$ cat src/rtl/instruction_issuer.sv
// -----------------------------------------------------------------------------
// instruction_issuer
//
// Initiator side of the instruction valid/ready/done handshake. Instructions
// from decode are buffered in a small FIFO and offered one at a time to a
// single execution unit. After the unit accepts an instruction (valid && ready)
// the issuer waits for the unit's one-cycle done pulse before offering the
// next one, so at most one instruction is outstanding at any time.
//
// Optional feature macro: ISSUER_TIMEOUT_EN
//   defined   : WAIT_DONE is bounded by TIMEOUT_CYCLES; on expiry timeout_o is
//               set (sticky) and the issuer carries on as if done had arrived.
//   undefined : no timeout hardware, timeout_o tied low, WAIT_DONE is unbounded.
//
// Ports:
//   clk_i                clock, rising edge
//   reset_i              asynchronous active-high reset
//   instr_i              instruction word from decode
//   instr_valid_i        instr_i valid
//   instr_ready_o        FIFO can accept (not full)
//   instruction_o        instruction to unit (registered, stable while valid)
//   instruction_valid_o  instruction_o valid
//   unit_ready_i         unit can accept
//   instruction_done_i   unit done pulse (one cycle)
//   busy_o               FIFO non-empty or an instruction offered/outstanding
//   issued_count_o       instructions accepted by the unit (wraps)
//   done_count_o         done pulses accepted (wraps)
//   timeout_o            sticky hang flag
// -----------------------------------------------------------------------------
module instruction_issuer #(
  parameter int INSTRUCTION_LENGTH = 32,
  parameter int FIFO_DEPTH         = 4,
  parameter int COUNT_WIDTH        = 16,
  parameter int TIMEOUT_CYCLES     = 64
) (
  input  logic                          clk_i,
  input  logic                          reset_i,
  input  logic [INSTRUCTION_LENGTH-1:0] instr_i,
  input  logic                          instr_valid_i,
  output logic                          instr_ready_o,
  output logic [INSTRUCTION_LENGTH-1:0] instruction_o,
  output logic                          instruction_valid_o,
  input  logic                          unit_ready_i,
  input  logic                          instruction_done_i,
  output logic                          busy_o,
  output logic [COUNT_WIDTH-1:0]        issued_count_o,
  output logic [COUNT_WIDTH-1:0]        done_count_o,
  output logic                          timeout_o
);

  localparam int PTR_W = $clog2(FIFO_DEPTH);

  typedef enum logic [1:0] {
    IDLE      = 2'd0,
    ISSUE     = 2'd1,
    WAIT_DONE = 2'd2
  } state_t;

  state_t state_reg, state_next;

  // ---------------------------------------------------------------------------
  // Instruction FIFO. Pointers carry one extra bit so that full and empty can
  // be told apart when the index bits are equal.
  // ---------------------------------------------------------------------------
  logic [INSTRUCTION_LENGTH-1:0] fifo_mem [FIFO_DEPTH];
  logic [PTR_W:0]                wr_ptr_reg;
  logic [PTR_W:0]                rd_ptr_reg;
  logic                          fifo_full;
  logic                          fifo_empty;
  logic                          push;
  logic                          pop;
  logic [INSTRUCTION_LENGTH-1:0] fifo_head;

  assign fifo_empty = (wr_ptr_reg == rd_ptr_reg);
  assign fifo_full  = (wr_ptr_reg[PTR_W] != rd_ptr_reg[PTR_W]) &&
                      (wr_ptr_reg[PTR_W-1:0] == rd_ptr_reg[PTR_W-1:0]);

  assign instr_ready_o = !fifo_full;
  assign push          = instr_valid_i && !fifo_full;
  // Handshake with the unit; the offered word is the FIFO head, popped here.
  assign pop           = (state_reg == ISSUE) && unit_ready_i;
  assign fifo_head     = fifo_mem[rd_ptr_reg[PTR_W-1:0]];

  // Storage is not reset: contents are only observed through the pointers.
  always_ff @(posedge clk_i) begin
    if (push) begin
      fifo_mem[wr_ptr_reg[PTR_W-1:0]] <= instr_i;
    end
  end

  always_ff @(posedge clk_i or posedge reset_i) begin
    if (reset_i) begin
      wr_ptr_reg <= '0;
      rd_ptr_reg <= '0;
    end else begin
      if (push) wr_ptr_reg <= wr_ptr_reg + 1'b1;
      if (pop)  rd_ptr_reg <= rd_ptr_reg + 1'b1;
    end
  end

  // ---------------------------------------------------------------------------
  // Timeout logic (optional)
  // ---------------------------------------------------------------------------
  logic timeout_expired;

`ifdef ISSUER_TIMEOUT_EN
  localparam int TW = $clog2(TIMEOUT_CYCLES);

  logic [TW-1:0] wait_cnt_reg;
  logic          timeout_reg;
  logic          timeout_hit;

  // wait_cnt_reg holds the number of WAIT_DONE cycles already completed, so
  // the limit is reached during the TIMEOUT_CYCLES-th WAIT_DONE cycle.
  assign timeout_expired = (state_reg == WAIT_DONE) &&
                           (wait_cnt_reg == TW'(TIMEOUT_CYCLES - 1));
  // A done pulse in the expiry cycle wins: normal completion, no flag.
  assign timeout_hit     = timeout_expired && !instruction_done_i;

  always_ff @(posedge clk_i or posedge reset_i) begin
    if (reset_i) begin
      wait_cnt_reg <= '0;
      timeout_reg  <= 1'b0;
    end else begin
      if ((state_reg == WAIT_DONE) && (state_next == WAIT_DONE)) begin
        wait_cnt_reg <= wait_cnt_reg + 1'b1;
      end else begin
        wait_cnt_reg <= '0;
      end
      if (timeout_hit) begin
        timeout_reg <= 1'b1;
      end
    end
  end

  assign timeout_o = timeout_reg;
`else
  logic unused_timeout_cfg;

  assign timeout_expired    = 1'b0;
  assign timeout_o          = 1'b0;
  assign unused_timeout_cfg = (TIMEOUT_CYCLES > 0);
`endif

  // ---------------------------------------------------------------------------
  // Issue FSM: next state and per-cycle strobes
  // ---------------------------------------------------------------------------
  logic load_instr;   // capture the next word into instruction_o
  logic done_accept;  // done pulse counted in WAIT_DONE
  logic has_next;     // a word will be at the FIFO head next cycle

  // A word pushed this cycle into an empty FIFO becomes the head next cycle,
  // so it counts as available when leaving WAIT_DONE.
  assign has_next = !fifo_empty || push;

  always_comb begin
    state_next  = state_reg;
    load_instr  = 1'b0;
    done_accept = 1'b0;
    case (state_reg)
      IDLE: begin
        if (!fifo_empty) begin
          state_next = ISSUE;
          load_instr = 1'b1;
        end
      end
      ISSUE: begin
        if (unit_ready_i) begin
          state_next = WAIT_DONE;
        end
      end
      WAIT_DONE: begin
        if (instruction_done_i) begin
          done_accept = 1'b1;
        end
        if (instruction_done_i || timeout_expired) begin
          if (has_next) begin
            state_next = ISSUE;
            load_instr = 1'b1;
          end else begin
            state_next = IDLE;
          end
        end
      end
      default: begin
        state_next = IDLE;
      end
    endcase
  end

  // ---------------------------------------------------------------------------
  // State, output word and counters
  // ---------------------------------------------------------------------------
  logic [INSTRUCTION_LENGTH-1:0] instruction_reg;
  logic [COUNT_WIDTH-1:0]        issued_count_reg;
  logic [COUNT_WIDTH-1:0]        done_count_reg;

  always_ff @(posedge clk_i or posedge reset_i) begin
    if (reset_i) begin
      state_reg        <= IDLE;
      instruction_reg  <= '0;
      issued_count_reg <= '0;
      done_count_reg   <= '0;
    end else begin
      state_reg <= state_next;
      if (load_instr) begin
        // When the FIFO is empty the only possible next head is the word
        // being pushed this very cycle.
        instruction_reg <= fifo_empty ? instr_i : fifo_head;
      end
      if (pop) begin
        issued_count_reg <= issued_count_reg + 1'b1;
      end
      if (done_accept) begin
        done_count_reg <= done_count_reg + 1'b1;
      end
    end
  end

  assign instruction_o       = instruction_reg;
  assign instruction_valid_o = (state_reg == ISSUE);
  assign busy_o              = !fifo_empty || (state_reg != IDLE);
  assign issued_count_o      = issued_count_reg;
  assign done_count_o        = done_count_reg;

endmodule

$ cat config.mk
export PLATFORM = sky130hd
export DESIGN_NAME = instruction_issuer
export DESIGN_NICKNAME = d
export VERILOG_FILES = /design/src/rtl/instruction_issuer.sv
export SDC_FILE = /design/constraint.sdc
export NUM_CORES = 1
export LEC_CHECK = 0
export ABC_AREA = 1
export BUFFER_PORTS_ARGS = -buffer_cell sky130_fd_sc_hd__buf_2
export CAP_MARGIN = 0
export CORE_ASPECT_RATIO = 0.75
export CORE_MARGIN = 2
export CORE_UTILIZATION = 45
export DETAILED_ROUTE_END_ITERATION = 16
export PLACE_DENSITY_LB_ADDON = 0.12
export RECOVER_POWER = 100
export REMOVE_ABC_BUFFERS = 1
export SETUP_SLACK_MARGIN = 0.2
export SYNTH_ARGS = -nofsm -noshare
export SYNTH_HDL_FRONTEND = slang
export SYNTH_SLANG_ARGS = --single-unit
export TNS_END_PERCENT = 10
$ cat constraint.sdc
create_clock -name clk_i -period 3.1 [get_ports clk_i]
set_input_delay 0.31 -clock clk_i [delete_from_list [all_inputs] [get_ports clk_i]]
set_output_delay 0.31 -clock clk_i [all_outputs]
set_load 0.005 [all_outputs]
==> flow_metrics.env <==
export IMPL_status="finished with violations"
export IMPL_violations="capacitance limit, slew limit"
export IMPL_num_rows=43
export IMPL_async_reset_ff_share_pct=36.0
export IMPL_nNetsFinal=980
export IMPL_p_per_area_nw_per_um2=934
export IMPL_power_leakage_nw=4.09
export IMPL_grt_max_degree=66
export IMPL_viasPerCell=4.86
export IMPL_initialDrtViolationCount=473
export IMPL_path_buf_inv=2
export IMPL_die_area_um2=20200
export IMPL_cp_end_kind="flip-flop"
export IMPL_cp_arrival_ns=2.36
export IMPL_start_util_pct=46.2
export IMPL_drv_slew=38
export IMPL_ant_nets=0
export IMPL_worstRegToRegCells=7
export IMPL_grt_setup_unrepaired="no"
export IMPL_cts_tree="done"
export IMPL_wl_mm=18.6
export IMPL_drive_above_1_share_pct=8.54
export IMPL_synth_distinct_cells=30
export IMPL_vias=5809
export IMPL_max_stage_delay_ns=0.69
export IMPL_ys_seq_elements=200
export IMPL_total_power_mw=9.20
export IMPL_post_drt_wl_per_cell_um=15.5
export IMPL_path_depth=7
export IMPL_drc=0
export IMPL_cts_root_buf="clkbuf_16"
export IMPL_fin_worst_skew_ns=0.0106
export IMPL_track_usage_pct=19.6
export IMPL_synth_area_top_cells="edfxtp_1, dfrtp_1, nand2_1, nor2_1, o21ai_0"
export IMPL_dp_hpwl_mm=11.6
export IMPL_io_buffers=103
export IMPL_cp_required_ns=3.14
export IMPL_place_inst=1163
export IMPL_post_cts_buffers=0
export IMPL_yosys_area_top_type="edfxtp_1"
export IMPL_cts_htree_levels=4
export IMPL_stdcell_count=1195
export IMPL_grt_ovfl_total=0
export IMPL_cts_sinks=200
export IMPL_cts_buffers_inserted=17
export IMPL_insertion_delay_ns=0.43
export IMPL_slowest_stage="clkbuf_2"
export IMPL_setup_viol=0
export IMPL_max_slew_margin_rel_pct=-26.1
export IMPL_antenna_found_initial=0
export IMPL_fin_crit_ns=2.31
export IMPL_pre_cts_slack_ns=1.08
export IMPL_path_clk_slew_ns=0.06
export IMPL_peakVddDrop_v=0.000539
export IMPL_area_growth_pct=14.6
export IMPL_fin_ws_ns=0.788
export IMPL_cp_start_kind="flip-flop"
export IMPL_path_cells="inv_1, nand2_2, nand2_2, nand4_1, nand2_1, nor2_4, clkbuf_2"
export IMPL_cts_path_max_buffers=2
export IMPL_die_h_um=124
export IMPL_io_pins=105
export IMPL_syn_instance_count=835
export IMPL_synthFlopType="edfxtp_1"
export IMPL_num_fill_cells=1732
export IMPL_path_delay_family="buffers and inverters"
export IMPL_synth_most_common_cell="nand2_1"
export IMPL_coreArea_um2=18600
export IMPL_place_gp_congestion=0.791
export IMPL_hold_class="in -> reg"
export IMPL_largest_reg_flops=128
export IMPL_yosysSeqAreaShare_pct=65.7
export IMPL_grt_pass1_wl_mm=30.1
export IMPL_clock_fmax_ghz=0.432
export IMPL_synth_commonest_cells="nand2_1, edfxtp_1, nor2_1"
export IMPL_yosys_warnings=0
export IMPL_syn_area_um2=8600
export IMPL_crit_type="reg -> reg"
export IMPL_fin_util_pct=52.9
export IMPL_min_path_cells=2
export IMPL_final_hold_viol_count=0
export IMPL_worst_slew_pin_slew_ns=1.88
export IMPL_crit_top_cell="nand2_2"
export IMPL_yosysTopAreaCellShare_pct=44.7
export IMPL_syn_area_per_cell_um2=10.3
export IMPL_synth_edf_count=128
export IMPL_num_antenna_cells=0
export IMPL_die_x_um=164
export IMPL_final_area_um2=9850
export IMPL_cp_max_fo=32
export IMPL_placed_area_um2=9380
export IMPL_period_share_pct=74.6
export IMPL_grt_pass1_vias=5541
export IMPL_maxCapViolations=1
export IMPL_firstDrtPassIters=5
## logic make-up after synthesis
family | share of synthesized area (%)
compound gates | 6.32
xor+xnor | 2.85
fa+ha+maj | 1.02
buf+inv | 4.05
flops | 65.7
other cells | 0.0436
simple gates | 20.0
## worst paths after layout
kind | from | end | slack [ns]
worst max-delay path | wr_ptr_reg[0]$_DFFE_PP0P_ | fifo_mem[2][19]$_DFFE_PP_ | 0.79
worst max register to register | wr_ptr_reg[0]$_DFFE_PP0P_ | fifo_mem[2][19]$_DFFE_PP_ | 0.79
max in group asynchronous | reset_i | rd_ptr_reg[0]$_DFFE_PP0P_ | 1.25
worst min register to register | issued_count_o[15]$_DFFE_PP0P_ | issued_count_o[15]$_DFFE_PP0P_ | 0.48
min in group asynchronous | reset_i | done_count_o[13]$_DFFE_PP0P_ | 0.89
worst min-delay path | unit_ready_i | state_reg[0]$_DFFE_PP0P_ | 0.11
## layout make-up
cell class | instances | area (um2) | share of cell area, %
Clock buffer | 22 | 444 | 4.51
Clock inverter | 9 | 151 | 1.54
Multi-Input combinational cell | 561 | 2590 | 26.3
Sequential cell | 200 | 5650 | 57.3
Timing Repair Buffer | 119 | 564 | 5.73
Tap cell | 247 | 309 | 3.14
Inverter | 37 | 140 | 1.42
## per-layer routing
layer  share of wire [%]  global-route usage (%)  vias to the layer above
met5                   0                       0                        -
met4                0.72                    4.17                        0
met3                 4.5                    4.30                       10
met2                  42                    28.7                      118
met1                  52                    30.1                     2697
li1                    -                       -                     2984
## power by group
group | total, mW | internal [mW] | switching, mW | leakage (nW)
clock | 2.26 | 1.34 | 0.920 | 0.288
combinational | 3.10 | 0.988 | 2.11 | 1.71
sequential | 3.83 | 3.55 | 0.281 | 2.09
## stage by stage
stage	setup TNS [ns]	hold slack (ns)
after global placement	0	0.463
after global routing	0	0.0833
after detailed placement	0	0.459
after floorplan	-150.65	0.407
final	0	0.105
after CTS	0	0.102
## cell usage in the layout, fill, tap and decap left out, types with 9 or more instances in the layout
| master | netlist | final |
|---|---|---|
| buf_2 | 20 | 28 |
| dfrtp_1 | 72 | 71 |
| nand4_1 | 10 | 10 |
| inv_1 | 33 | 34 |
| nand3_1 | 45 | 46 |
| nor2_1 | 125 | 124 |
| o21ai_0 | 91 | 94 |
| edfxtp_1 | 128 | 128 |
| clkbuf_16 | 0 | 17 |
| xor2_1 | 21 | 21 |
| nand2_1 | 217 | 219 |
| clkbuf_1 | 9 | 80 |
| buf_4 | 4 | 11 |
| nor3_1 | 8 | 9 |
## what timing repair did
action                    in CTS  in global routing
resized for setup              0                  0
hold buffers                   1                  0
hold endpoints to repair       1                  0
(Power assumes the default switching activity.)
